### src/rtl/egress_header_rewrite.sv
// Egress header rewrite: fills Ethernet addresses for the chosen MAC port on IPv4 header beats.
// Define HDR_REWRITE_TTL_EN to also decrement TTL and patch the checksum incrementally.
module egress_header_rewrite #(
    parameter int unsigned C_S_AXI_DATA_WIDTH   = 32,
    parameter int unsigned C_M_AXIS_DATA_WIDTH  = 256,
    parameter int unsigned C_S_AXIS_DATA_WIDTH  = 256,
    parameter int unsigned C_M_AXIS_TUSER_WIDTH = 128,
    parameter int unsigned C_S_AXIS_TUSER_WIDTH = 128,
    parameter int unsigned DST_PORT_POS         = 24,
    parameter int unsigned NH_MAC_POS           = 32
) (
    input  logic                                AXI_ACLK,
    input  logic                                reset,
    input  logic [C_S_AXIS_DATA_WIDTH-1:0]      S_AXIS_TDATA,
    input  logic [C_S_AXIS_DATA_WIDTH/8-1:0]    S_AXIS_TSTRB,
    input  logic [C_S_AXIS_TUSER_WIDTH-1:0]     S_AXIS_TUSER,
    input  logic                                S_AXIS_TVALID,
    output logic                                S_AXIS_TREADY,
    input  logic                                S_AXIS_TLAST,
    output logic [C_M_AXIS_DATA_WIDTH-1:0]      M_AXIS_TDATA,
    output logic [C_M_AXIS_DATA_WIDTH/8-1:0]    M_AXIS_TSTRB,
    output logic [C_M_AXIS_TUSER_WIDTH-1:0]     M_AXIS_TUSER,
    output logic                                M_AXIS_TVALID,
    input  logic                                M_AXIS_TREADY,
    output logic                                M_AXIS_TLAST,
    input  logic [C_S_AXI_DATA_WIDTH-1:0]       mac0_low,
    input  logic [C_S_AXI_DATA_WIDTH-1:0]       mac0_high,
    input  logic [C_S_AXI_DATA_WIDTH-1:0]       mac1_low,
    input  logic [C_S_AXI_DATA_WIDTH-1:0]       mac1_high,
    input  logic [C_S_AXI_DATA_WIDTH-1:0]       mac2_low,
    input  logic [C_S_AXI_DATA_WIDTH-1:0]       mac2_high,
    input  logic [C_S_AXI_DATA_WIDTH-1:0]       mac3_low,
    input  logic [C_S_AXI_DATA_WIDTH-1:0]       mac3_high,
    input  logic [C_S_AXI_DATA_WIDTH-1:0]       clear_counters,
    output logic [31:0]                         rewritten_count,
    output logic [31:0]                         bypass_count
);

    localparam int unsigned DW        = C_S_AXIS_DATA_WIDTH;
    localparam int unsigned SW        = C_S_AXIS_DATA_WIDTH / 8;
    localparam int unsigned UW        = C_S_AXIS_TUSER_WIDTH;
    localparam int unsigned DMAC_LSB  = 208;
    localparam int unsigned SMAC_LSB  = 160;
    localparam int unsigned ETYPE_LSB = 144;
`ifdef HDR_REWRITE_TTL_EN
    localparam int unsigned TTL_LSB   = 72;
    localparam int unsigned CSUM_LSB  = 48;
`endif

    typedef enum logic {
        ST_HEADER = 1'b0,
        ST_BODY   = 1'b1
    } state_t;

    state_t          state_q, state_d;
    logic            m_valid_q;
    logic [DW-1:0]   m_data_q;
    logic [SW-1:0]   m_strb_q;
    logic [UW-1:0]   m_user_q;
    logic            m_last_q;
    logic [31:0]     rw_cnt_q, rw_cnt_d;
    logic [31:0]     by_cnt_q, by_cnt_d;

    logic            s_tready_c;
    logic            accept_c;
    logic            is_hdr_c;
    logic [3:0]      port_sel_c;
    logic            one_hot_c;
    logic [1:0]      port_idx_c;
    logic            ttl_ok_c;
    logic            rewrite_c;
    logic [47:0]     src_mac_c;
    logic [DW-1:0]   out_data_c;
`ifdef HDR_REWRITE_TTL_EN
    logic [7:0]      ttl_c;
    logic [16:0]     csum_sum_c;
`endif

    logic            unused_mac_hi;
    assign unused_mac_hi = ^{mac0_high[C_S_AXI_DATA_WIDTH-1:16], mac1_high[C_S_AXI_DATA_WIDTH-1:16],
                             mac2_high[C_S_AXI_DATA_WIDTH-1:16], mac3_high[C_S_AXI_DATA_WIDTH-1:16]};

    // Single output register stage: accept whenever the output slot is free or draining.
    assign s_tready_c    = !m_valid_q || M_AXIS_TREADY;
    assign accept_c      = S_AXIS_TVALID && s_tready_c;
    assign is_hdr_c      = (state_q == ST_HEADER);
    assign S_AXIS_TREADY = s_tready_c;

    // Packet framing FSM.
    always_comb begin
        state_d = state_q;
        if (accept_c) begin
            if (S_AXIS_TLAST) begin
                state_d = ST_HEADER;
            end else begin
                state_d = ST_BODY;
            end
        end
    end

    // Header qualification and port selection.
    always_comb begin
        port_sel_c = {S_AXIS_TUSER[DST_PORT_POS+6], S_AXIS_TUSER[DST_PORT_POS+4],
                      S_AXIS_TUSER[DST_PORT_POS+2], S_AXIS_TUSER[DST_PORT_POS]};
        one_hot_c  = 1'b0;
        port_idx_c = 2'd0;
        case (port_sel_c)
            4'b0001: begin one_hot_c = 1'b1; port_idx_c = 2'd0; end
            4'b0010: begin one_hot_c = 1'b1; port_idx_c = 2'd1; end
            4'b0100: begin one_hot_c = 1'b1; port_idx_c = 2'd2; end
            4'b1000: begin one_hot_c = 1'b1; port_idx_c = 2'd3; end
            default: ;
        endcase
        case (port_idx_c)
            2'd0:    src_mac_c = {mac0_high[15:0], mac0_low[31:0]};
            2'd1:    src_mac_c = {mac1_high[15:0], mac1_low[31:0]};
            2'd2:    src_mac_c = {mac2_high[15:0], mac2_low[31:0]};
            default: src_mac_c = {mac3_high[15:0], mac3_low[31:0]};
        endcase
`ifdef HDR_REWRITE_TTL_EN
        ttl_c    = S_AXIS_TDATA[TTL_LSB +: 8];
        ttl_ok_c = (ttl_c > 8'd1);
`else
        ttl_ok_c = 1'b1;
`endif
        rewrite_c = is_hdr_c && (S_AXIS_TDATA[ETYPE_LSB +: 16] == 16'h0800) && one_hot_c && ttl_ok_c;
    end

    // Rewritten header beat; body and bypassed beats pass bit-identical.
    always_comb begin
        out_data_c = S_AXIS_TDATA;
`ifdef HDR_REWRITE_TTL_EN
        csum_sum_c = {1'b0, S_AXIS_TDATA[CSUM_LSB +: 16]} + 17'h00100;
`endif
        if (rewrite_c) begin
            out_data_c[DMAC_LSB +: 48] = S_AXIS_TUSER[NH_MAC_POS +: 48];
            out_data_c[SMAC_LSB +: 48] = src_mac_c;
`ifdef HDR_REWRITE_TTL_EN
            out_data_c[TTL_LSB +: 8]   = ttl_c - 8'd1;
            out_data_c[CSUM_LSB +: 16] = csum_sum_c[15:0] + 16'(csum_sum_c[16]);
`endif
        end
    end

    // Per-packet counters; clear wins over a same-cycle increment.
    always_comb begin
        rw_cnt_d = rw_cnt_q;
        by_cnt_d = by_cnt_q;
        if (clear_counters == C_S_AXI_DATA_WIDTH'(1)) begin
            rw_cnt_d = 32'd0;
            by_cnt_d = 32'd0;
        end else if (accept_c && is_hdr_c) begin
            if (rewrite_c) begin
                rw_cnt_d = rw_cnt_q + 32'd1;
            end else begin
                by_cnt_d = by_cnt_q + 32'd1;
            end
        end
    end

    always_ff @(posedge AXI_ACLK) begin
        if (reset) begin
            state_q   <= ST_HEADER;
            m_valid_q <= 1'b0;
            m_data_q  <= '0;
            m_strb_q  <= '0;
            m_user_q  <= '0;
            m_last_q  <= 1'b0;
            rw_cnt_q  <= 32'd0;
            by_cnt_q  <= 32'd0;
        end else begin
            state_q  <= state_d;
            rw_cnt_q <= rw_cnt_d;
            by_cnt_q <= by_cnt_d;
            if (s_tready_c) begin
                m_valid_q <= S_AXIS_TVALID;
                if (S_AXIS_TVALID) begin
                    m_data_q <= out_data_c;
                    m_strb_q <= S_AXIS_TSTRB;
                    m_user_q <= S_AXIS_TUSER;
                    m_last_q <= S_AXIS_TLAST;
                end
            end
        end
    end

    assign M_AXIS_TVALID   = m_valid_q;
    assign M_AXIS_TDATA    = m_data_q;
    assign M_AXIS_TSTRB    = m_strb_q;
    assign M_AXIS_TUSER    = m_user_q;
    assign M_AXIS_TLAST    = m_last_q;
    assign rewritten_count = rw_cnt_q;
    assign bypass_count    = by_cnt_q;

endmodule

### config.mk
export PLATFORM = sky130hd
export DESIGN_NAME = egress_header_rewrite
export DESIGN_NICKNAME = d
export VERILOG_FILES = /design/src/rtl/egress_header_rewrite.sv
export SDC_FILE = /design/constraint.sdc
export NUM_CORES = 1
export LEC_CHECK = 0
export ABC_AREA = 1
export BUFFER_PORTS_ARGS = -buffer_cell sky130_fd_sc_hd__buf_4
export CAP_MARGIN = 20
export CORE_AREA = 2 2 464 466
export CTS_CLUSTER_SIZE = 16
export DETAILED_ROUTE_END_ITERATION = 8
export DIE_AREA = 0 0 466 468
export HOLD_SLACK_MARGIN = 0.06
export PLACE_DENSITY = 0.3
export SLEW_MARGIN = 20
export SYNTH_ARGS = -nofsm -noshare
export SYNTH_HDL_FRONTEND = slang
export SYNTH_SLANG_ARGS = --single-unit
### constraint.sdc
create_clock -name AXI_ACLK -period 2.1 [get_ports AXI_ACLK]
set_input_delay 0 -clock AXI_ACLK [delete_from_list [all_inputs] [get_ports AXI_ACLK]]
set_output_delay 0 -clock AXI_ACLK [all_outputs]
set_load 0.05 [all_outputs]
Word level (Yosys, flattened, before mapping)
Index checks and enable logic that the tools add are counted.

Add/sub/neg operators: 2. Eq/ne operators: 8. Muxes and demuxes: 5. Bitwise operators: 2. Reduce and logical (&&, ||, !) cells: 12.

Operators with widths (count): 48-bit case mux with 3 select lines (1); 96-bit 2-to-1 mux (1); 32-bit by 1-bit adder with 32-bit output (second input constant) (2); 32-bit by 1-bit == test with 1-bit output (second input constant) (1); 16-bit by 12-bit == test with 1-bit output (second input constant) (1); 2-bit case mux with 3 select lines (1); 2-bit AND reduction (3); 4-bit by 1-bit == test with 1-bit output (second input constant) (1); 4-bit by 2-bit == test with 1-bit output (second input constant) (1); 4-bit by 3-bit == test with 1-bit output (second input constant) (1); 4-bit == test (second input constant) (1); 1-bit logical AND (4); 4-bit OR reduction (1); 2-bit by 1-bit == test with 1-bit output (second input constant) (1); 2-bit == test (second input constant) (1); 2-bit zero test (1); 1-bit 2-to-1 mux (2); 1-bit NOT (2); 2-bit OR reduction (1); 1-bit zero test (1); 1-bit logical OR (1).

Register bits after elaboration: 483. Input bits: 709. Output and inout bits: 483.

Logic depth before layout (Yosys ltp)
Gate-level depths: netlist (run 1).

Depth in word-level cells: 6. Gate-level depth with buffers: 12.

Worst setup path after synthesis (run 1)
Ideal clock, no wire load.

Path kind: reg2reg. Start: register m_valid_q, in the netlist M_AXIS_TVALID. End: register rw_cnt_q[10], in the netlist rewritten_count[10]. Library setup time: 0.070 ns. Arrival time: 2.173 ns. Data required time: 2.030 ns. Setup slack: -0.142 ns. Stages on the path, launching flop included: 9. Clock period less this slack: 2.242 ns. Path through: dfxtp_1 > nand2_1 > nand2_1 > nor2_4 > nand3_1 > buf_2 > buf_1 > nand2_1 > a21oi_1.

Longest elaborated chain between the ends: 5.

Ends and longest elaborated chain: start: declaration (line 56) `logic m_valid_q;`; start signal: assignment (line 164) `m_valid_q <= 1'b0;`; start signal: assignment (line 176) `m_valid_q <= S_AXIS_TVALID;`; 1-bit zero test (line 84) `assign s_tready_c = !m_valid_q || M_AXIS_TREADY;`; 1-bit logical OR (line 84); named net S_AXIS_TREADY (line 18) `output logic S_AXIS_TREADY,`; 1-bit logical AND (line 85) `assign accept_c = S_AXIS_TVALID && s_tready_c;`; 1-bit logical AND (line 152) `end else if (accept_c && is_hdr_c) begin`; 2-bit AND reduction (no line); end signal: assignment (line 173) `rw_cnt_q <= rw_cnt_d;`; end: declaration (line 61) `logic [31:0] rw_cnt_q, rw_cnt_d;`.

The timed path passes the listed nets, and every way through them passes these cells. A chain may end at the register's enable or synchronous reset.

Worst setup path after layout (run 1)
Start: input port S_AXIS_TUSER[26]. End: register m_data_q[160], in the netlist M_AXIS_TDATA[160].

Longest elaborated chain between the ends: 5. Elaborated cells on any way between the ends: 13. Classes of those cells: eq/ne: 6; mux: 4; reduce/logical: 3.

Ends and longest elaborated chain: start: declaration (line 16) `input logic [C_S_AXIS_TUSER_WIDTH-1:0] S_AXIS_TUSER,`; 4-bit == test, or another cell as far along (line 107) `case (port_sel_c)`; 2-bit case mux with 3 select lines or 4-bit OR reduction (tied branches); 2-bit == test, or another cell as far along (line 114) `case (port_idx_c)`; 48-bit case mux with 3 select lines or 1-bit logical AND (tied branches) (line 114, 126); 96-bit 2-to-1 mux * (line 135) `if (rewrite_c) begin`; end signal: assignment (line 178) `m_data_q <= out_data_c;`; end: declaration (line 57) `logic [DW-1:0] m_data_q;`.

Mark *: on every way between the ends. The rest lies on a longest branch, timed or not.

==> results.cfg, run 1 <==
[status]
outcome = completed

[critical_path]
cp_max_fo = 48
r2r_cells = 7
cp-start-kind = input port
r2r_slack_ns = 0.12
worstPathRequired_ns = 2.71
r2r-start = M_AXIS_TVALID
r2r-end = M_AXIS_TDATA[61]
endpoint_kind = register
crit_arrival_ns = 2.69
criticalPathCategory = in2reg

[route]
dr.pass1.iters = 5
vias = 28886
drt_wl_total_mm = 155
first_iter_violations = 1159
viasPerCell = 3.56
ant_nets = 0
drc = 0
wl_per_cell_um = 19.0

[hold_path]
min_to = M_AXIS_TUSER[40]
worst_hold_path.num_cells = 4
min-delay-start = S_AXIS_TUSER[40]
hold_path_class = in2reg

[cts]
clk-insertion-delay-late_ns = 0.70
clock-sinks = 483
numCtsBuffers = 72
cts_root_buffer = clkbuf_16
cts_tree = built
htree_levels = 3
clk_pin_slew_ns = 0.05
clockBufferDepth = 3

[global_route]
grt.overflow.total = 0
grt_pass1_vias = 29771
grt_pass1_wl_mm = 213
grt_start_max_net_pins = 145
track_usage_pct = 13.4
grt_antenna_before_repair = 12

[die]
die_w_um = 466
row_count = 170
ios = 1192
fp.coreArea_mm2 = 0.213
die_y_um = 468
die_area_mm2 = 0.218
start_util_pct = 10.2

[timing]
tightest_slew_ns = 0.838
finalClockSkew_ns = 0.0253
finalHoldViolCount = 0
clock.fmax_ghz = 0.481
period_needed_ns = 2.08
finalSetupViolations = 0
slew_headroom_pct = 44.1
report.final.slew_viol_count = 0
period_share_pct = 99.1

[power]
finalPower_mw = 30.7
irDropWorstVdd_v = 0.000450
p_per_area_mw_per_mm2 = 684
p_leak_nw = 20.1

[synthesis]
syn_nets = 3997
avgSynthCellArea_um2 = 6.62
synth_warnings = 0
netlist_area_mm2 = 0.0217
synth.distinct_cells = 26
yosys_register_bits = 483
ys_seq_area_share_pct = 44.5
netlist_instances = 3286

[placed_design]
dp_hpwl_mm = 120
gp_congestion = 0.850
port_buffers = 1127

[finish]
drive_gt1_share_pct = 27.5
final_common_cell = buf_4
post-route-util_pct = 21.1
area_growth_pct = 107
fin_nets = 5928
final_cell_mix = buf_4 (1228), nor2_1 (975), dlygate4sd3_1 (806)

[flow_run]
cap_violations = 0
## final cells by class
class,instances,area (µm²)
antenna,9,22.5
clock buffer,105,2090
clock inverter,20,216
fill,24249,168000
inverter,144,556
multi-input combinational,2440,10700
sequential,483,9670
tap,2838,3550
timing repair buffer,2076,18100
## worst max-delay path: stages
cell,delay [ns]
dlygate4sd3_1,0.57
buf_4,0.14
inv_1,0.08
nor2_4,0.22
buf_12,0.28
nand3_1,0.20
nand2_1,0.10
nor2_1,0.05
nand2_1,0.12
dlygate4sd3_1,0.64
nand3_1,0.10
a21oi_1,0.15
## worst max path at each step
stage / startpoint / to / cells past startpoint
after global routing: M_AXIS_TVALID / M_AXIS_TDATA[106] / 7
final: S_AXIS_TUSER[26] / M_AXIS_TDATA[160] / 12
after floorplan: M_AXIS_TVALID / rewritten_count[10] / 8
after global placement: S_AXIS_TUSER[24] / M_AXIS_TDATA[232] / 12
after CTS: S_AXIS_TUSER[26] / M_AXIS_TDATA[212] / 13
after detailed placement: S_AXIS_TUSER[24] / M_AXIS_TDATA[232] / 12
## layer usage
| layer | wire length, µm | vias up | track usage [%] |
|---|---|---|---|
| li1 | - | 14387 | - |
| met1 | 62200 | 13419 | 15.1 |
| met2 | 76000 | 952 | 23.6 |
| met3 | 12300 | 128 | 4.36 |
| met4 | 4130 | 0 | 4.43 |
| met5 | 0 | - | 0 |
## metrics by stage
step	area, µm²	hold slack, ns	worst slack (ns)	TNS [ns]	std cells
after detailed placement	34400	0.259	0.158	0	7169
after global routing	44900	0.117	-0.00159	-0.00159	8111
after CTS	44800	0.0601	0.0183	0	8100
after global placement	34400	0.251	0.171	0	7169
after floorplan	21700	0.128	0.0442	0	3286
final	44900	0.147	0.0191	0	8115
## flip-flops by register name, indices dropped and copies added (netlist names)
signal,flops
M_AXIS_TLAST,1
state_q,1
M_AXIS_TUSER,128
M_AXIS_TVALID,1
bypass_count,32
M_AXIS_TDATA,256
rewritten_count,32
M_AXIS_TSTRB,32
## power by group
part | switching, mW | internal (mW)
Sequential | 0.387 | 9.82
Combinational | 4.92 | 3.40
Clock | 5.08 | 7.14
Total | 10.4 | 20.4
## synth_stat cells
cell type / number / share of area, %
xor2_1: 14 / 0.56
nand3_2: 2 / 0.092
clkinv_1: 1 / 0.017
nand4_1: 58 / 1.7
dfxtp_1: 483 / 44
nor3_1: 4 / 0.092
nand3_1: 176 / 4.1
inv_1: 140 / 2.4
clkbuf_1: 154 / 2.7
buf_4: 2 / 0.069
a21oi_1: 163 / 3.8
o21ai_0: 375 / 8.6
nand2_1: 573 / 9.9
xnor2_1: 10 / 0.40
nor2_2: 1 / 0.029
buf_2: 44 / 1.0
nor2_1: 979 / 17
nand3b_1: 28 / 0.97
nor3_4: 1 / 0.075
buf_1: 15 / 0.26
nor2_4: 3 / 0.16
buf_6: 4 / 0.21
ha_1: 2 / 0.12
nand2_2: 3 / 0.086
inv_2: 3 / 0.052
or2_2: 48 / 1.4
## cell families (layout without fill, tap and decap cells)
kind of cell / Yosys count / in the layout / share of synthesized area, %
simple gates: 1876 / 1876 / 35.4
xor+xnor: 24 / 24 / 0.967
buf+inv: 363 / 2345 / 6.69
other cells: 0 / 9 / 0
fa+ha+maj: 2 / 2 / 0.115
compound gates: 538 / 538 / 12.4
flops: 483 / 483 / 44.5
## repair_timing
item                                    in CTS  in global routing
setup buffers                                0                  4
hold buffers                               806                  0
resized for setup                            0                  9
endpoints found under the setup margin       0                 83
endpoints found under the hold margin      459                  0
Power figures use the tool's default switching activity.
==> inputs of run 2 (changes only) <==
BUFFER_PORTS_ARGS = default   (was -buffer_cell sky130_fd_sc_hd__buf_4)
CORE_AREA = 2 2 458 460   (was 2 2 464 466)
DIE_AREA = 0 0 460 462   (was 0 0 466 468)
DONT_BUFFER_PORTS = 1   (was default)
==> results.cfg, run 2 (synthesis gave the netlist of run 1 again) <==
[global_route]
track_usage_pct = 12.6
grt_pass1_wl_mm = 193
grt_start_max_net_pins = 134
grt_antenna_before_repair = 36
grt.overflow.total = 0
grt_pass1_vias = 26240

[timing]
finalSetupViolations = 0
clock.fmax_ghz = 0.485
finalHoldViolCount = 0
period_needed_ns = 2.06
period_share_pct = 98.3
finalClockSkew_ns = 0.0421
slew_headroom_pct = 36.1
report.final.slew_viol_count = 0
hold_ws_ns = 0.0750
tightest_slew_ns = 0.954

[critical_path]
crit_end = M_AXIS_TDATA[165]
r2r-end = M_AXIS_TDATA[230]
criticalPathCategory = in2reg
r2r-start = state_q
crit_arrival_ns = 2.67
endpoint_kind = register
cp-start-kind = input port
startpoint = S_AXIS_TUSER[28]
r2r_slack_ns = 0.07
worstPathRequired_ns = 2.71
r2r_cells = 11
cp_max_fo = 96

[status]
outcome = completed

[cts]
clock-sinks = 483
cts_root_buffer = clkbuf_16
numCtsBuffers = 69
htree_levels = 3
cts_tree = built
clk-insertion-delay-late_ns = 0.72
clk_pin_slew_ns = 0.06
clockBufferDepth = 3

[placed_design]
place_inst = 6128
port_buffers = 0
gp_congestion = 0.878
dp_hpwl_mm = 110

[finish]
area_growth_pct = 80.6
largest_reg_flops = 256
post-route-util_pct = 18.9
final_common_cell = nor2_1
instances_no_fill = 7213
nFillCells = 23509
drive_gt1_share_pct = 12.4
final_cell_mix = nor2_1 (973), dlygate4sd3_1 (915), nand2_1 (566)
fin_nets = 5133

[route]
drt_wl_total_mm = 146
vias = 26655
first_iter_violations = 1494
ant_nets = 0
dr.pass1.iters = 5
drc = 0
viasPerCell = 3.70
wl_per_cell_um = 20.3

[power]
p_per_area_mw_per_mm2 = 750
p_leak_nw = 16.1
irDropWorstVdd_v = 0.000585

[die]
ios = 1192
start_util_pct = 10.5
row_count = 168
die_y_um = 462
die_area_mm2 = 0.213
fp.coreArea_mm2 = 0.208
die_w_um = 460

[hold_path]
hold_path_class = in2reg

[flow_run]
cap_violations = 0
-- run 2: changes by cell type in the layout (fill, tap and decap cells not counted), moves of 3 or more --
cell           before  now
buf_6               1    5
diode_2             9   17
buf_16              2    6
buf_4            1228  319
clkinv_8            3    0
buf_12             37   34
nand2_1           569  566
nand2_2             3    7
dlygate4sd3_1     806  915
-- run 2: worst min-delay path by stage --
| stage | startpoint | endpoint | slack (ns) | depth (start not counted) |
|---|---|---|---|---|
| final | S_AXIS_TDATA[234] | M_AXIS_TDATA[234] | 0.07 | 5 |
| after floorplan | S_AXIS_TUSER[28] | M_AXIS_TUSER[28] | 0.13 | 2 |
| after global placement | reset | M_AXIS_TVALID | 0.12 | 1 |
| after global routing | S_AXIS_TDATA[228] | M_AXIS_TDATA[228] | 0.06 | 5 |
| after detailed placement | reset | M_AXIS_TLAST | 0.11 | 1 |
| after CTS | S_AXIS_TDATA[226] | M_AXIS_TDATA[226] | 0.06 | 5 |
-- run 2: where the power goes --
| group | internal, mW | switching [mW] |
|---|---|---|
| combinational | 2.30 | 2.94 |
| sequential | 9.81 | 2.04 |
| clock | 7.19 | 5.15 |
-- run 2: layout make-up --
cell class                 instances  area (µm²)  area share (%)
timing repair buffer            1284       12600            32.0
multi-input combinational       2440       10700            27.3
sequential                       483        9670            24.6
tap                             2720        3400            8.66
clock buffer                     102        2010            5.12
inverter                         144         556            1.41
clock inverter                    23         300           0.765
antenna                           17        42.5           0.108
-- run 2: repair_timing --
item                                    4_1_cts  5_1_grt
endpoints found under the setup margin        0      105
gates resized for setup                       0       39
hold buffers                                931        1
hold endpoints to repair                    483        1
setup buffers                                 0       20
-- run 2: routing by layer --
metal / GRT usage, % / up-vias / part of all wire, %
met4: 6.89 / 6 / 5.0
met5: 0 / - / 0.031
li1: - / 12813 / -
met2: 21.6 / 1197 / 48
met3: 4.98 / 279 / 9.9
met1: 13.2 / 12360 / 37
-- run 2: worst max-delay path: stages --
cell and delay [ns]:
dlygate4sd3_1 0.65, inv_2 0.10, nor2_2 0.13, nand2_4 0.09, buf_12 0.20, nor2_1 0.25
nor2_1 0.07, nand2_1 0.10, dlygate4sd3_1 0.62, nand3_1 0.15, a21oi_1 0.17
-- run 2: through the flow --
stage               instance area (µm²)  power (mW)  TNS [ns]  worst slack (ns)
floorplan                         21700        14.0         0            0.0442
global placement                  27300        15.6         0            0.0915
detailed placement                27300        15.6         0            0.0634
CTS                               38900        30.0         0            0.0114
global route                      39300        30.8   -0.0388           -0.0159
finish                            39300        29.4         0            0.0366
